### src/rtl/lc3_alu_pipe.sv
// LC-3 style ALU with valid/ready handshake, registered result and NZP codes.
// Optional iterative shift-add multiplier (op 7) is built only when ALU_MUL_EN is defined.
module lc3_alu_pipe #(
    parameter int WIDTH = 16,
    parameter int IMM_W = 5
) (
    input  logic             clk,
    input  logic             rst_n,
    input  logic             in_valid,
    output logic             in_ready,
    input  logic [2:0]       op,
    input  logic             imm_sel,
    input  logic [IMM_W-1:0] imm,
    input  logic [WIDTH-1:0] a,
    input  logic [WIDTH-1:0] b,
    output logic             out_valid,
    input  logic             out_ready,
    output logic [WIDTH-1:0] result,
    output logic [2:0]       nzp,
    output logic             busy
);

    localparam int SH_W = $clog2(WIDTH);

    localparam logic [2:0] OP_PASS = 3'd0;
    localparam logic [2:0] OP_ADD  = 3'd1;
    localparam logic [2:0] OP_AND  = 3'd2;
    localparam logic [2:0] OP_NOT  = 3'd3;
    localparam logic [2:0] OP_SUB  = 3'd4;
    localparam logic [2:0] OP_SHL  = 3'd5;
    localparam logic [2:0] OP_SRA  = 3'd6;
    localparam logic [2:0] OP_MUL  = 3'd7;

    // Exactly one of N/Z/P is set for any value.
    function automatic logic [2:0] nzp_of(input logic [WIDTH-1:0] v);
        logic [2:0] f;
        if (v == '0) begin
            f = 3'b010;
        end else if (v[WIDTH-1]) begin
            f = 3'b100;
        end else begin
            f = 3'b001;
        end
        return f;
    endfunction

    logic             r_out_valid;
    logic [WIDTH-1:0] r_result;
    logic [2:0]       r_nzp;
    logic [WIDTH-1:0] w_opb;
    logic [SH_W-1:0]  w_sh;
    logic [WIDTH-1:0] w_alu;
    logic             w_accept;
    logic             w_idle;
    logic             w_busy;

    assign w_opb    = imm_sel ? {{(WIDTH-IMM_W){imm[IMM_W-1]}}, imm} : b;
    assign w_sh     = w_opb[SH_W-1:0];
    assign in_ready = w_idle && (!r_out_valid || out_ready);
    assign w_accept = in_valid && in_ready;

    // Single-cycle ALU result; op 7 yields zero here and is handled by the multiplier when present.
    always_comb begin
        w_alu = '0;
        case (op)
            OP_PASS: w_alu = a;
            OP_ADD:  w_alu = a + w_opb;
            OP_AND:  w_alu = a & w_opb;
            OP_NOT:  w_alu = ~a;
            OP_SUB:  w_alu = a - w_opb;
            OP_SHL:  w_alu = a << w_sh;
            OP_SRA:  w_alu = $signed(a) >>> w_sh;
            OP_MUL:  w_alu = '0;
            default: w_alu = '0;
        endcase
    end

`ifdef ALU_MUL_EN
    localparam int CNT_W = $clog2(WIDTH + 1);

    typedef enum logic [1:0] {
        S_IDLE = 2'd0,
        S_MUL  = 2'd1,
        S_DONE = 2'd2
    } state_t;

    state_t           r_state;
    state_t           w_state_nxt;
    logic [WIDTH-1:0] r_mcand;
    logic [WIDTH-1:0] r_mplier;
    logic [WIDTH-1:0] r_acc;
    logic [CNT_W-1:0] r_cnt;
    logic [WIDTH-1:0] w_acc_nxt;
    logic             w_last;

    assign w_idle    = (r_state == S_IDLE);
    assign w_busy    = (r_state == S_MUL);
    assign w_acc_nxt = r_acc + (r_mplier[0] ? r_mcand : '0);
    assign w_last    = (r_state == S_MUL) && (r_cnt == CNT_W'(WIDTH - 1));

    // Multiplier control state register.
    always_ff @(posedge clk or negedge rst_n) begin
        if (!rst_n) begin
            r_state <= S_IDLE;
        end else begin
            r_state <= w_state_nxt;
        end
    end

    // Multiplier next-state: IDLE -> MUL on op 7, MUL -> DONE after WIDTH steps, DONE -> IDLE on handoff.
    always_comb begin
        w_state_nxt = r_state;
        case (r_state)
            S_IDLE: begin
                if (w_accept && (op == OP_MUL)) begin
                    w_state_nxt = S_MUL;
                end else begin
                    w_state_nxt = S_IDLE;
                end
            end
            S_MUL: begin
                if (w_last) begin
                    w_state_nxt = S_DONE;
                end else begin
                    w_state_nxt = S_MUL;
                end
            end
            S_DONE: begin
                if (r_out_valid && out_ready) begin
                    w_state_nxt = S_IDLE;
                end else begin
                    w_state_nxt = S_DONE;
                end
            end
            default: w_state_nxt = S_IDLE;
        endcase
    end

    // Shift-add datapath: one multiplier bit per cycle, low WIDTH bits of the product kept.
    always_ff @(posedge clk or negedge rst_n) begin
        if (!rst_n) begin
            r_mcand  <= '0;
            r_mplier <= '0;
            r_acc    <= '0;
            r_cnt    <= '0;
        end else if (w_accept && (op == OP_MUL)) begin
            r_mcand  <= a;
            r_mplier <= w_opb;
            r_acc    <= '0;
            r_cnt    <= '0;
        end else if (r_state == S_MUL) begin
            r_mcand  <= r_mcand << 1;
            r_mplier <= r_mplier >> 1;
            r_acc    <= w_acc_nxt;
            r_cnt    <= r_cnt + CNT_W'(1);
        end else begin
            r_mcand  <= r_mcand;
            r_mplier <= r_mplier;
            r_acc    <= r_acc;
            r_cnt    <= r_cnt;
        end
    end
`else
    assign w_idle = 1'b1;
    assign w_busy = 1'b0;
`endif

    // Output register: a new accept overrides the pending result so back-to-back ops see no bubble.
    always_ff @(posedge clk or negedge rst_n) begin
        if (!rst_n) begin
            r_out_valid <= 1'b0;
            r_result    <= '0;
            r_nzp       <= 3'b010;
`ifdef ALU_MUL_EN
        end else if (w_accept && (op == OP_MUL)) begin
            r_out_valid <= 1'b0;
        end else if (w_last) begin
            r_out_valid <= 1'b1;
            r_result    <= w_acc_nxt;
            r_nzp       <= nzp_of(w_acc_nxt);
`endif
        end else if (w_accept) begin
            r_out_valid <= 1'b1;
            r_result    <= w_alu;
            r_nzp       <= nzp_of(w_alu);
        end else if (out_ready) begin
            r_out_valid <= 1'b0;
        end else begin
            r_out_valid <= r_out_valid;
        end
    end

    assign out_valid = r_out_valid;
    assign result    = r_result;
    assign nzp       = r_nzp;
    assign busy      = w_busy;

endmodule

### config.mk
export PLATFORM = sky130hd
export DESIGN_NAME = lc3_alu_pipe
export DESIGN_NICKNAME = d
export VERILOG_FILES = /design/src/rtl/lc3_alu_pipe.sv
export SDC_FILE = /design/constraint.sdc
export NUM_CORES = 1
export LEC_CHECK = 0
export BUFFER_PORTS_ARGS = -buffer_cell sky130_fd_sc_hd__clkbuf_2
export CORE_MARGIN = 4
export CORE_UTILIZATION = 52
export DETAILED_ROUTE_END_ITERATION = 8
export GPL_TIMING_DRIVEN = 0
export PLACE_DENSITY = 0.74
export SLEW_MARGIN = 15
export SYNTH_ARGS = -nofsm -noshare
export SYNTH_HDL_FRONTEND = slang
export SYNTH_SLANG_ARGS = --single-unit
### constraint.sdc
create_clock -name clk -period 2.1 [get_ports clk]
set_input_delay 0.105 -clock clk [delete_from_list [all_inputs] [get_ports clk]]
set_output_delay 0.105 -clock clk [all_outputs]
set_load 0.05 [all_outputs]
# After elaboration in Yosys (flattened, before gate mapping)
# Cells that the tools add are included.
# totals
ff_bits	20
input_bits	45
elab_cells	28
# op_classes
add_sub_neg	2
eq_ne	7
shifts	2
mux	6
bitwise_logic	2
reduce_logical	6
# op_table
op	count
16-bit one-hot mux with 8 select lines	1
16-bit adder	1
16-bit bitwise AND	1
16-bit logical NOT	1
16-bit two-way mux	1
16-bit NOT	1
16-bit by 4-bit << shifter with 16-bit output	1
16-bit by 4-bit >>> shifter with 16-bit output	1
16-bit subtractor	1
3-bit equality test, second input constant	4
3-bit by 2-bit equality test with 1-bit output, second input constant	2
3-bit two-way mux	2
3-bit by 1-bit equality test with 1-bit output, second input constant	1
3-bit logical NOT	1
1-bit two-way mux	2
2-bit nonzero test	1
1-bit logical AND	1
1-bit logical NOT	1
1-bit logical OR	1

# Longest topological paths before layout
# logic_depth
depth_word	5
ltp_mapped	22
depth_no_buf	18

# Worst setup path after synthesis
# No wires, ideal clock.
# synth_path
kind	input port to flip-flop
start	input imm_sel
end	register r_nzp[1], in the netlist nzp[1]
arrival_time_ps	3918
path_slack_ps	-1881
cell_stages	18
path_buffers	3
cell_sequence	buf_6 mux2_4 inv_2 buf_2 clkbuf_1 ha_1 nor2_1 xnor2_1 ha_1 nor2b_1 o21ai_0 or3b_2 a211oi_1 o2111ai_1 a2111oi_2 nand3_1 nor4_2 a32o_1
# synth_between
elab_chain_cells	5
# synth_rtl
item	line_no	rtl
start: declaration	12	input logic imm_sel,
16-bit two-way mux *	57	assign w_opb = imm_sel ? {{(WIDTH-IMM_W){imm[IMM_W-1]}}, imm} : b;
16-bit subtractor (tied with other cells)	70	OP_SUB: w_alu = a - w_opb;
16-bit one-hot mux with 8 select lines *	65	case (op)
16-bit logical NOT *	37	if (v == '0) begin
3-bit two-way mux *	37	
end signal: assignment	185	r_nzp <= nzp_of(w_alu);
end: declaration	49	logic [2:0] r_nzp;
# Mark *: on every way between the ends. The rest lies on a longest branch, timed or not.
# A chain may end at the register's enable or synchronous reset.

# Final worst setup path
# Same ends and word-level chain as after synthesis.

==> results.sh <==
export IMPL_status="finished with violations"
export IMPL_violations="DRC, setup timing"
export IMPL_worst_hold_path_endpoint="out_valid$_DFFE_PN0P_"
export IMPL_drc_errors=81
export IMPL_netlist_instances=610
export IMPL_ios=67
export IMPL_crit_family="compound AO/OA/AOI/OAI gates"
export IMPL_ff2ff_path_depth=8
export IMPL_nFillCells=537
export IMPL_rsz0062_at_grt="yes"
export IMPL_yosys_warnings=0
export IMPL_nNetsFinal=799
export IMPL_antenna_found_initial=0
export IMPL_routedWlPerCell_microns=29.2
export IMPL_cts_buffer_depth=2
export IMPL_hold_class="in2reg"
export IMPL_drive_gt1_frac=0.386
export IMPL_grt_first_pass_wirelength_mm=33.4
export IMPL_insertion_delay_ns=0.27
export IMPL_cp_start_kind="input pin"
export IMPL_cts_buffers_inserted=3
export IMPL_finalMaxSlewViolations=0
export IMPL_fp_dieArea_sq_um=10000
export IMPL_start_util=0.537
export IMPL_row_count=33
export IMPL_grt_usage=0.421
export IMPL_tritoncts="yes"
export IMPL_synth_edff_count=0
export IMPL_slew_headroom=0.250
export IMPL_cts_sinks=20
export IMPL_viasPerCell=7.87
export IMPL_fin_ws_ns=-1.76
export IMPL_grt_overflow=0
export IMPL_hold_viol=0
export IMPL_yosys_area_top_type="dfrtp_1"
export IMPL_fp_dieW_microns=100
export IMPL_post_dp_cell_area_sq_um=5010
export IMPL_cpMaxStageDelayCell="o32a_1"
export IMPL_synth_area_leaders="dfrtp_1 (11%), mux2i_1 (9.3%), o21ai_0 (5.6%), ha_1 (5.1%), nand2_1 (4.9%)"
export IMPL_crit_chain="buf_12 -> mux2i_4 -> buf_8 -> buf_12 -> buf_12 -> ha_4 -> nor2_2 -> a21oi_2 -> fa_2 -> nor2b_4 -> o211ai_1 -> a31oi_2 -> o2111ai_2 -> nand3_1 -> nor3b_4 -> o32a_1 -> nor4_4 -> a32o_2"
export IMPL_port_buffers=61
export IMPL_area_growth_pct=41.0
export IMPL_dp_cells=776
export IMPL_dp_hpwl_mm=15.0
export IMPL_cp_data_required_time_ns=2.30
export IMPL_cp_arrival_ns=4.07
export IMPL_num_vias=6599
export IMPL_cp_max_fo=6
export IMPL_routed_wl_mm=24.5
export IMPL_die_y_microns=100
export IMPL_syn_area_sq_um=4410
export IMPL_cap_violations=0
export IMPL_tightest_slew_ns=1.09
export IMPL_drt_pre_antenna_iters=9
export IMPL_holdWs_ns=0.0576
export IMPL_ant_nets=0
export IMPL_r2r_start="out_valid$_DFFE_PN0P_"
export IMPL_cp_end_kind="flip-flop"
export IMPL_crit_buf_inv=4
export IMPL_timing_rr_end="nzp[1]$_DFFE_PN1P_"
export IMPL_synth_avg_cell_area_sq_um=7.24
export IMPL_cp_startpoint="imm_sel"
export IMPL_skew_ns=0.0127
export IMPL_p_leak_nw=2.59
export IMPL_min_period_ns=3.86
export IMPL_final_setup_tns_ns=-21.39
export IMPL_holdCritStartpoint="in_valid"
export IMPL_critical_path_most_common_cell="buf_12"
export IMPL_clockRootBuffer="clkbuf_8"
export IMPL_grt_pass1_vias=6030
export IMPL_synth_ff_latch_count=20
export IMPL_clock_fmax_mhz=259
export IMPL_synth_top_cell_area_share=0.108
export IMPL_setup_viol=18
export IMPL_p_total_mw=3.46
export IMPL_fin_util=0.757
export IMPL_ir_worst_vdd_mv=0.579
export IMPL_cts_htree_levels=1
export IMPL_ys_types=79
export IMPL_ys_seq_area_frac=0.114
export IMPL_synth_top_flop_cell="dfrtp_1"
export IMPL_max_stage_delay_ns=0.41
export IMPL_diodes=0
export IMPL_clk_pin_slew_worst_paths_ns=0.08
export IMPL_rrSetupSlack_ns=-0.24
export IMPL_synthArstFlopShare=1.00
export IMPL_coreArea_sq_um=8220
export IMPL_pre_cts_ws_ns=-2.43
export IMPL_routabilityCongestion=1.07
export IMPL_critical_path_class="in2reg"
export IMPL_fin_crit_sh=1.84
export IMPL_drtIter0Drc=1138
export IMPL_instances_no_fill=839
export IMPL_crit_cells=18
export IMPL_final_cell_area_sq_um=6220
export IMPL_synth_fp_nets=674
export IMPL_hold_depth=2
export IMPL_grt_max_degree=21
export IMPL_p_per_area_nw_per_um2=557
-- worst max path at each step --
stage                    endpoint  slack [ns]
6_report       nzp[1]$_DFFE_PN1P_       -1.76
5_1_grt        nzp[1]$_DFFE_PN1P_       -1.84
4_1_cts        nzp[1]$_DFFE_PN1P_       -1.39
3_5_place_dp   nzp[1]$_DFFE_PN1P_       -2.43
3_3_place_gp   nzp[1]$_DFFE_PN1P_       -2.41
2_1_floorplan  nzp[1]$_DFFE_PN1P_       -1.37
-- area by class of cell --
type	instances	area, sq um	area share
Inverter	21	83.8	0.0135
Clock buffer	4	45.0	0.00724
Sequential cell	20	502	0.0806
Buffer	45	337	0.0541
Multi-Input combinational cell	522	4310	0.692
Timing Repair Buffer	122	818	0.131
Tap cell	105	131	0.0211
-- report_power, final --
| part | internal, mW | total (mW) | switching [mW] |
|---|---|---|---|
| sequential | 0.463 | 0.513 | 0.0492 |
| combinational | 1.02 | 2.68 | 1.66 |
| clock | 0.136 | 0.273 | 0.138 |
| total | 1.62 | 3.46 | 1.84 |
-- sequential cells by signal (all words and copies together), names as in the netlist --
register	flops
out_valid	1
nzp	3
result	16
-- logic make-up (layout without fill, tap and decap cells) --
family,Yosys count,in the layout,synth area share
muxes,59,59,0.158
and+or+nand+nor,202,202,0.223
other,1,1,0.000850
DFF,20,20,0.114
xor gates and xnor gates,18,18,0.0357
AOI/OAI and AO/OA,220,220,0.339
buffers and inverters,68,192,0.0675
adders and majority gates,22,22,0.0624
-- cells in the mapped netlist (all sizes together), types with 6 or more instances --
| cell type | n |
|---|---|
| o21a | 8 |
| a31oi | 12 |
| dfrtp | 19 |
| buf | 13 |
| a211oi | 6 |
| nor3 | 16 |
| a21boi | 7 |
| mux2i | 42 |
| and2 | 6 |
| a21o | 8 |
| o22ai | 16 |
| ha | 18 |
| o211ai | 19 |
| inv | 21 |
| nand4 | 6 |
| mux4 | 6 |
| a21oi | 33 |
| nor2 | 54 |
| xnor2 | 13 |
| or2 | 7 |
| nand3 | 13 |
| mux2 | 11 |
| clkbuf | 34 |
| o21ai | 49 |
| o2111ai | 8 |
| nor2b | 6 |
| nand2 | 58 |
| a32oi | 8 |
| nand2b | 10 |
-- worst register-to-register path, cell delays in order (launching register included) --
cell	delay, ns
dfrtp_1	0.38
nand2b_1	0.13
and2_1	0.15
clkbuf_1	0.52
o211ai_1	0.23
nor2b_1	0.16
nand3_1	0.16
nor4_4	0.32
a32o_2	0.23
-- layer usage --
metal | GRT usage | vias up | wire length [microns]
li1 | - | 2575 | -
met1 | 0.523 | 2943 | 7930
met2 | 0.652 | 768 | 10100
met3 | 0.120 | 313 | 3680
met4 | 0.235 | 0 | 2780
met5 | 0 | - | 0
-- what timing repair did --
item	4_1_cts	5_1_grt
hold buffers	1	0
setup buffers	41	19
pin swaps	46	55
endpoints found under the hold margin	19	0
setup endpoints to repair	19	19
resized for setup	98	77
-- cell usage in the layout (no fill, tap or decap), types with 8 or more instances in the layout --
| master | instances |
|---|---|
| a21oi_2 | 8 |
| clkbuf_2 | 64 |
| nand3_1 | 13 |
| o21ai_0 | 31 |
| buf_4 | 53 |
| clkbuf_1 | 22 |
| buf_6 | 12 |
| a21o_1 | 8 |
| o21ai_2 | 8 |
| a21oi_1 | 23 |
| nor3_1 | 10 |
| o22ai_1 | 11 |
| o21ai_1 | 10 |
| o211ai_1 | 19 |
| nor2_1 | 46 |
| dfrtp_1 | 19 |
| xnor2_1 | 9 |
| ha_1 | 8 |
| a32oi_1 | 8 |
| o21a_1 | 8 |
| nand2b_1 | 9 |
| mux2i_1 | 38 |
| inv_1 | 18 |
| nand2_1 | 54 |
Note: power is estimated with default switching activity, not from simulation.
